File: src/rtl/pattern_pwm.sv
// pattern_pwm: pattern-driven PWM burst generator.
// A start request captures a pattern and a repeat count. The pattern is then
// shifted out MSB-first, one bit per clock, duty_num + 1 times back to back.
// busy marks the burst and valid pulses for one cycle when it completes.
// Note: rst_n is active-high despite its name.

module pattern_pwm #(
   parameter int _PAT_WIDTH = 16
) (
   input  logic                  clk,
   input  logic                  rst_n,
   input  logic                  pwm_en,
   input  logic [7:0]            duty_num,
   input  logic [_PAT_WIDTH-1:0] PAT,
   output logic                  pwm_out,
   output logic                  busy,
   output logic                  valid
);

   localparam int W     = _PAT_WIDTH;
   localparam int IDX_W = (W > 1) ? $clog2(W) : 1;

   localparam logic [IDX_W-1:0] IDX_LAST = IDX_W'(W - 1);
   localparam logic [IDX_W-1:0] IDX_ZERO = '0;
   localparam logic [IDX_W-1:0] IDX_ONE  = IDX_W'(1);
   localparam logic [7:0]       REP_ONE  = 8'd1;

   typedef enum logic [1:0] {
      IDLE = 2'd0,
      RUN  = 2'd1,
      DONE = 2'd2
   } state_t;

   state_t           state_q, state_d;
   logic [W-1:0]     pat_q, pat_d;
   logic [7:0]       dup_q, dup_d;
   logic [7:0]       rep_q, rep_d;
   logic [IDX_W-1:0] idx_q, idx_d;
   logic             pwm_out_q, pwm_out_d;
   logic             busy_q, busy_d;
   logic             valid_q, valid_d;

   // Next-state and next-output logic; idx_q always names the bit currently on pwm_out
   always_comb begin
      state_d   = state_q;
      pat_d     = pat_q;
      dup_d     = dup_q;
      rep_d     = rep_q;
      idx_d     = idx_q;
      pwm_out_d = 1'b0;
      busy_d    = 1'b0;
      valid_d   = 1'b0;

      case (state_q)
         IDLE: begin
            if (pwm_en) begin
               pat_d     = PAT;
               dup_d     = duty_num;
               rep_d     = 8'd0;
               idx_d     = IDX_LAST;
               state_d   = RUN;
               pwm_out_d = PAT[W-1];
               busy_d    = 1'b1;
            end
         end

         RUN: begin
            if (idx_q != IDX_ZERO) begin
               idx_d     = idx_q - IDX_ONE;
               pwm_out_d = pat_q[idx_d];
               busy_d    = 1'b1;
            end else if (rep_q < dup_q) begin
               rep_d     = rep_q + REP_ONE;
               idx_d     = IDX_LAST;
               pwm_out_d = pat_q[W-1];
               busy_d    = 1'b1;
            end else begin
               state_d = DONE;
               valid_d = 1'b1;
            end
         end

         DONE: begin
            state_d = IDLE;
         end

         default: begin
            state_d = IDLE;
         end
      endcase
   end

   // State register; an asserted reset aborts any burst without a valid pulse
   always_ff @(posedge clk or posedge rst_n) begin
      if (rst_n) begin
         state_q <= IDLE;
      end else begin
         state_q <= state_d;
      end
   end

   // Captured pattern, repeat limit and position counters
   always_ff @(posedge clk or posedge rst_n) begin
      if (rst_n) begin
         pat_q <= '0;
         dup_q <= 8'd0;
         rep_q <= 8'd0;
         idx_q <= '0;
      end else begin
         pat_q <= pat_d;
         dup_q <= dup_d;
         rep_q <= rep_d;
         idx_q <= idx_d;
      end
   end

   // Registered outputs so no input reaches a pin combinationally
   always_ff @(posedge clk or posedge rst_n) begin
      if (rst_n) begin
         pwm_out_q <= 1'b0;
         busy_q    <= 1'b0;
         valid_q   <= 1'b0;
      end else begin
         pwm_out_q <= pwm_out_d;
         busy_q    <= busy_d;
         valid_q   <= valid_d;
      end
   end

   assign pwm_out = pwm_out_q;
   assign busy    = busy_q;
   assign valid   = valid_q;

endmodule

File: config.mk
export PLATFORM = sky130hd
export DESIGN_NAME = pattern_pwm
export DESIGN_NICKNAME = d
export VERILOG_FILES = /design/src/rtl/pattern_pwm.sv
export SDC_FILE = /design/constraint.sdc
export NUM_CORES = 1
export LEC_CHECK = 0
export CAP_MARGIN = 40
export CORE_UTILIZATION = 50
export DETAILED_ROUTE_END_ITERATION = 7
export GPL_TIMING_DRIVEN = 0
export MAX_ROUTING_LAYER = met4
export PLACE_DENSITY = 0.74
export SETUP_SLACK_MARGIN = 0.3
export SYNTH_ARGS = -nofsm -noshare
export SYNTH_HDL_FRONTEND = slang
export SYNTH_SLANG_ARGS = --single-unit
export TNS_END_PERCENT = 20
File: constraint.sdc
create_clock -name clk -period 2.43 [get_ports clk]
set_input_delay 0.486 -clock clk [delete_from_list [all_inputs] [get_ports clk]]
set_output_delay 0.486 -clock clk [all_outputs]
set_load 0.02 [all_outputs]
==> flow_summary.yaml <==
run_status:
  outcome: "complete, but fails checks"
  violations: "DRC"
job:
  cap_violations: 0
sta:
  fmax_mhz: 446
  worstMarginPinSlew_ns: 0.744
  skew_ns: 0.00467
  slew_viol_final: 0
  slew_headroom: 0.503
  period_share: 0.923
  setup_tns_ns: 0
  timing.final.crit_period_ns: 2.24
  setup_viol: 0
  rsz0062_at_grt: "yes"
  hold_slack_ns: 0.476
  hold_violations: 0
clocking:
  cts_hold_buf: 0
  h-tree-depth: 2
  root_buffer: "clkbuf_8"
  clock-sinks: 41
  cts_tree: "yes"
  clock_path_buffers: 2
  clock_latency_ns: 0.29
  clk_pin_slew_ns: 0.08
  cts_buffers: 5
grt:
  grt_pass1_wl_um: 7290
  grt_max_degree: 24
  antenna_found_initial: 0
  globalRouteTotalUtil: 0.230
  grt_overflow_total: 0
  grt_pass1_vias: 1550
yosys:
  yosysWarnings: 0
  synth_top_area_share: 0.490
  synth_compound_area_frac: 0.118
  synth_top_family_by_area: "simple AND/OR/NAND/NOR gates"
  syn_area_per_cell_um2: 9.61
  ys_top_cells_by_area: "dfrtp_1, nand2_1, ha_1"
  synthSimpleGateAreaFrac: 0.228
  synth-seq-cells: 41
  syn_inst: 218
  yosysSeqAreaShare: 0.490
  synthAdderAreaFrac: 0.0537
  mappedNetlistArea_um2: 2100
  synthesis.nets: 254
  muxShareOfSynthArea: 0.0621
  synth_top_area_cell: "dfrtp_1"
  ys_types: 40
  synthXorXnorAreaFrac: 0.00836
routing:
  routedWlPerCell_um: 13.7
  drc: 1
  dr_total_vias: 1685
  drt_iter0_markers: 111
  dr.pass1.iters: 6
  via_per_inst: 5.38
  antenna_left: 0
  postRouteWirelength_um: 4300
critical_path:
  path_cells: "ha_2, or4_4, a21oi_4, o31ai_2, or4_1, a31o_1"
  reg2regPathDepth: 6
  cp_slowest_cell: "or4_1"
  path_buf_inv: 0
  cp_max_fo: 5
  path_depth: 6
  slowest_delay_ns: 0.53
  cp-endpoint: "rep_q[4]"
  r2r_slack_ns: 0.19
  critPathKind: "reg2reg"
  r2r-start: "rep_q[2]"
  critPathCaptureType: "flip-flop"
  cp-startpoint: "rep_q[2]"
  cp_data_arrival_time_ns: 2.43
  cp_top_family: "simple AND/OR/NAND/NOR gates"
  r2r-end: "rep_q[4]"
  cp.required_ns: 2.62
  start_kind: "flip-flop"
power_and_ir_drop:
  power.total_mw: 3.10
  power.leakage_nw: 1.24
  p_per_area_nw_per_um2: 1160
  irDropWorstVdd_uv: 589
placement:
  gp_congestion: 0.816
  dpl_cell_area_um2: 2500
  portBuffers: 29
  dp_hpwl_um: 2970
final_layout:
  finalInstanceArea_um2: 2670
  areaGrowthSynthToFinish_pct: 27.2
  antennaDiodeCount: 0
  fin_util: 0.667
  final_nets: 298
  drive_gt1_frac: 0.144
die:
  die_y_um: 66.7
  dieArea_um2: 4450
  die_w_um: 66.7
  io_pins: 30
  num_rows: 23
  start_util: 0.524
  core-area_um2: 4000
worst_hold_path:
  min_path_type: "reg2reg"
registers in the layout, summed over array words and instances, names as in the netlist:
signal,count
rep_q,8
pwm_out,1
pat_q,16
valid,1
busy,1
dup_q,8
state_q,2
idx_q,4
cell type report:
cell class                 count  area [um^2]
multi-input combinational    155         1030
clock inverter                 3         17.5
timing repair buffer          37          370
tap                           50         62.6
fill                         325         1330
clock buffer                   5         68.8
sequential                    41         1030
inverter                      12         45.0
buffer                        10         46.3
power breakdown:
group / total, mW / switching [mW] / internal (mW) / leakage, nW
Clock: 0.441 / 0.243 / 0.198 / 0.0439
Combinational: 1.56 / 0.829 / 0.733 / 0.684
Sequential: 1.10 / 0.146 / 0.955 / 0.509
Total: 3.10 / 1.22 / 1.89 / 1.24
what timing repair did:
item                                    CTS  global route
pin swaps                                 0             3
endpoints found under the setup margin    8            30
resized for setup                         0             8
endpoints found under the hold margin     0             0
buffers inserted                          2             5
how the worst min path moves through the flow:
stage,start,to,slack (ns),cells after the start
final,pat_q[0],pat_q[0],0.48,2
after detailed placement,pat_q[0],pat_q[0],0.46,2
after global placement,pat_q[14],pat_q[14],0.45,2
after global routing,pat_q[0],pat_q[0],0.50,2
after CTS,pat_q[0],pat_q[0],0.48,2
after floorplan,pat_q[14],pat_q[14],0.44,2
cells by family (layout without fill, tap and decap cells):
group | count (synthesis) | after routing
AOI/OAI and AO/OA | 32 | 32
DFF | 41 | 41
xor gates and xnor gates | 2 | 2
buffers and inverters | 22 | 67
muxes | 8 | 8
and+or+nand+nor | 104 | 104
adders and majority gates | 9 | 9
stage by stage:
| step | setup slack, ns | cells |
|---|---|---|
| 6_report | 0.187 | 313 |
| 3_3_place_gp | 0.0972 | 297 |
| 2_1_floorplan | 0.297 | 218 |
| 5_1_grt | 0.0997 | 313 |
| 4_1_cts | 0.186 | 308 |
| 3_5_place_dp | 0.0747 | 298 |
cells in the mapped netlist:
cell type   n
a211oi_1    2
a21o_1      2
a21oi_1     2
a21oi_4     1
a31o_1      1
a31o_2      1
a31oi_1     2
a32oi_1     1
and3_1      2
buf_1       2
buf_2       1
clkbuf_1    7
dfrtp_1    41
ha_1        9
inv_1      12
mux2i_1     4
mux4_2      4
nand2_1    69
nand2b_1    5
nand3_1     4
nand3b_1    1
nor2_1      4
nor2_4      1
nor2b_1     1
nor3_1      7
nor3b_1     1
nor4b_1     1
o211a_1     1
o211ai_1    3
o21ai_0     8
o21bai_1    1
o311ai_4    1
o31ai_1     5
o32ai_1     1
or2_2       1
or3_1       2
or3b_4      1
or4_1       3
or4_4       1
xor2_1      2
worst min-delay path: stages (launching register included):
cell and delay [ns]:
dfrtp_1 0.35, nand2_1 0.05, nand2_1 0.05
placed cells by master, fill, tap and decap left out, types with 2 or more instances in the layout:
master | Yosys | final
a21o_1 | 2 | 2
a21oi_1 | 2 | 2
a31oi_1 | 2 | 2
and3_1 | 2 | 2
buf_1 | 2 | 2
buf_4 | 0 | 8
clkbuf_1 | 7 | 5
clkbuf_8 | 0 | 5
clkdlybuf4s50_1 | 0 | 29
clkinv_2 | 0 | 2
dfrtp_1 | 41 | 41
ha_1 | 9 | 7
inv_1 | 12 | 10
inv_2 | 0 | 2
mux2i_1 | 4 | 4
mux4_2 | 4 | 4
nand2_1 | 69 | 69
nand2b_1 | 5 | 5
nand3_1 | 4 | 4
nor2_1 | 4 | 4
nor3_1 | 7 | 6
o211ai_1 | 3 | 3
o21ai_0 | 8 | 8
o31ai_1 | 5 | 4
or3_1 | 2 | 2
or4_1 | 3 | 3
xor2_1 | 2 | 2
per-layer routing:
layer | global-route usage | share of wire | routed length, um
met5 | - | 0 | 0
met1 | 0.313 | 0.44 | 1900
met4 | 0.0824 | 0.017 | 73
met2 | 0.346 | 0.48 | 2070
met3 | 0.0394 | 0.057 | 245
No activity file was read; power rests on OpenSTA's default activity.
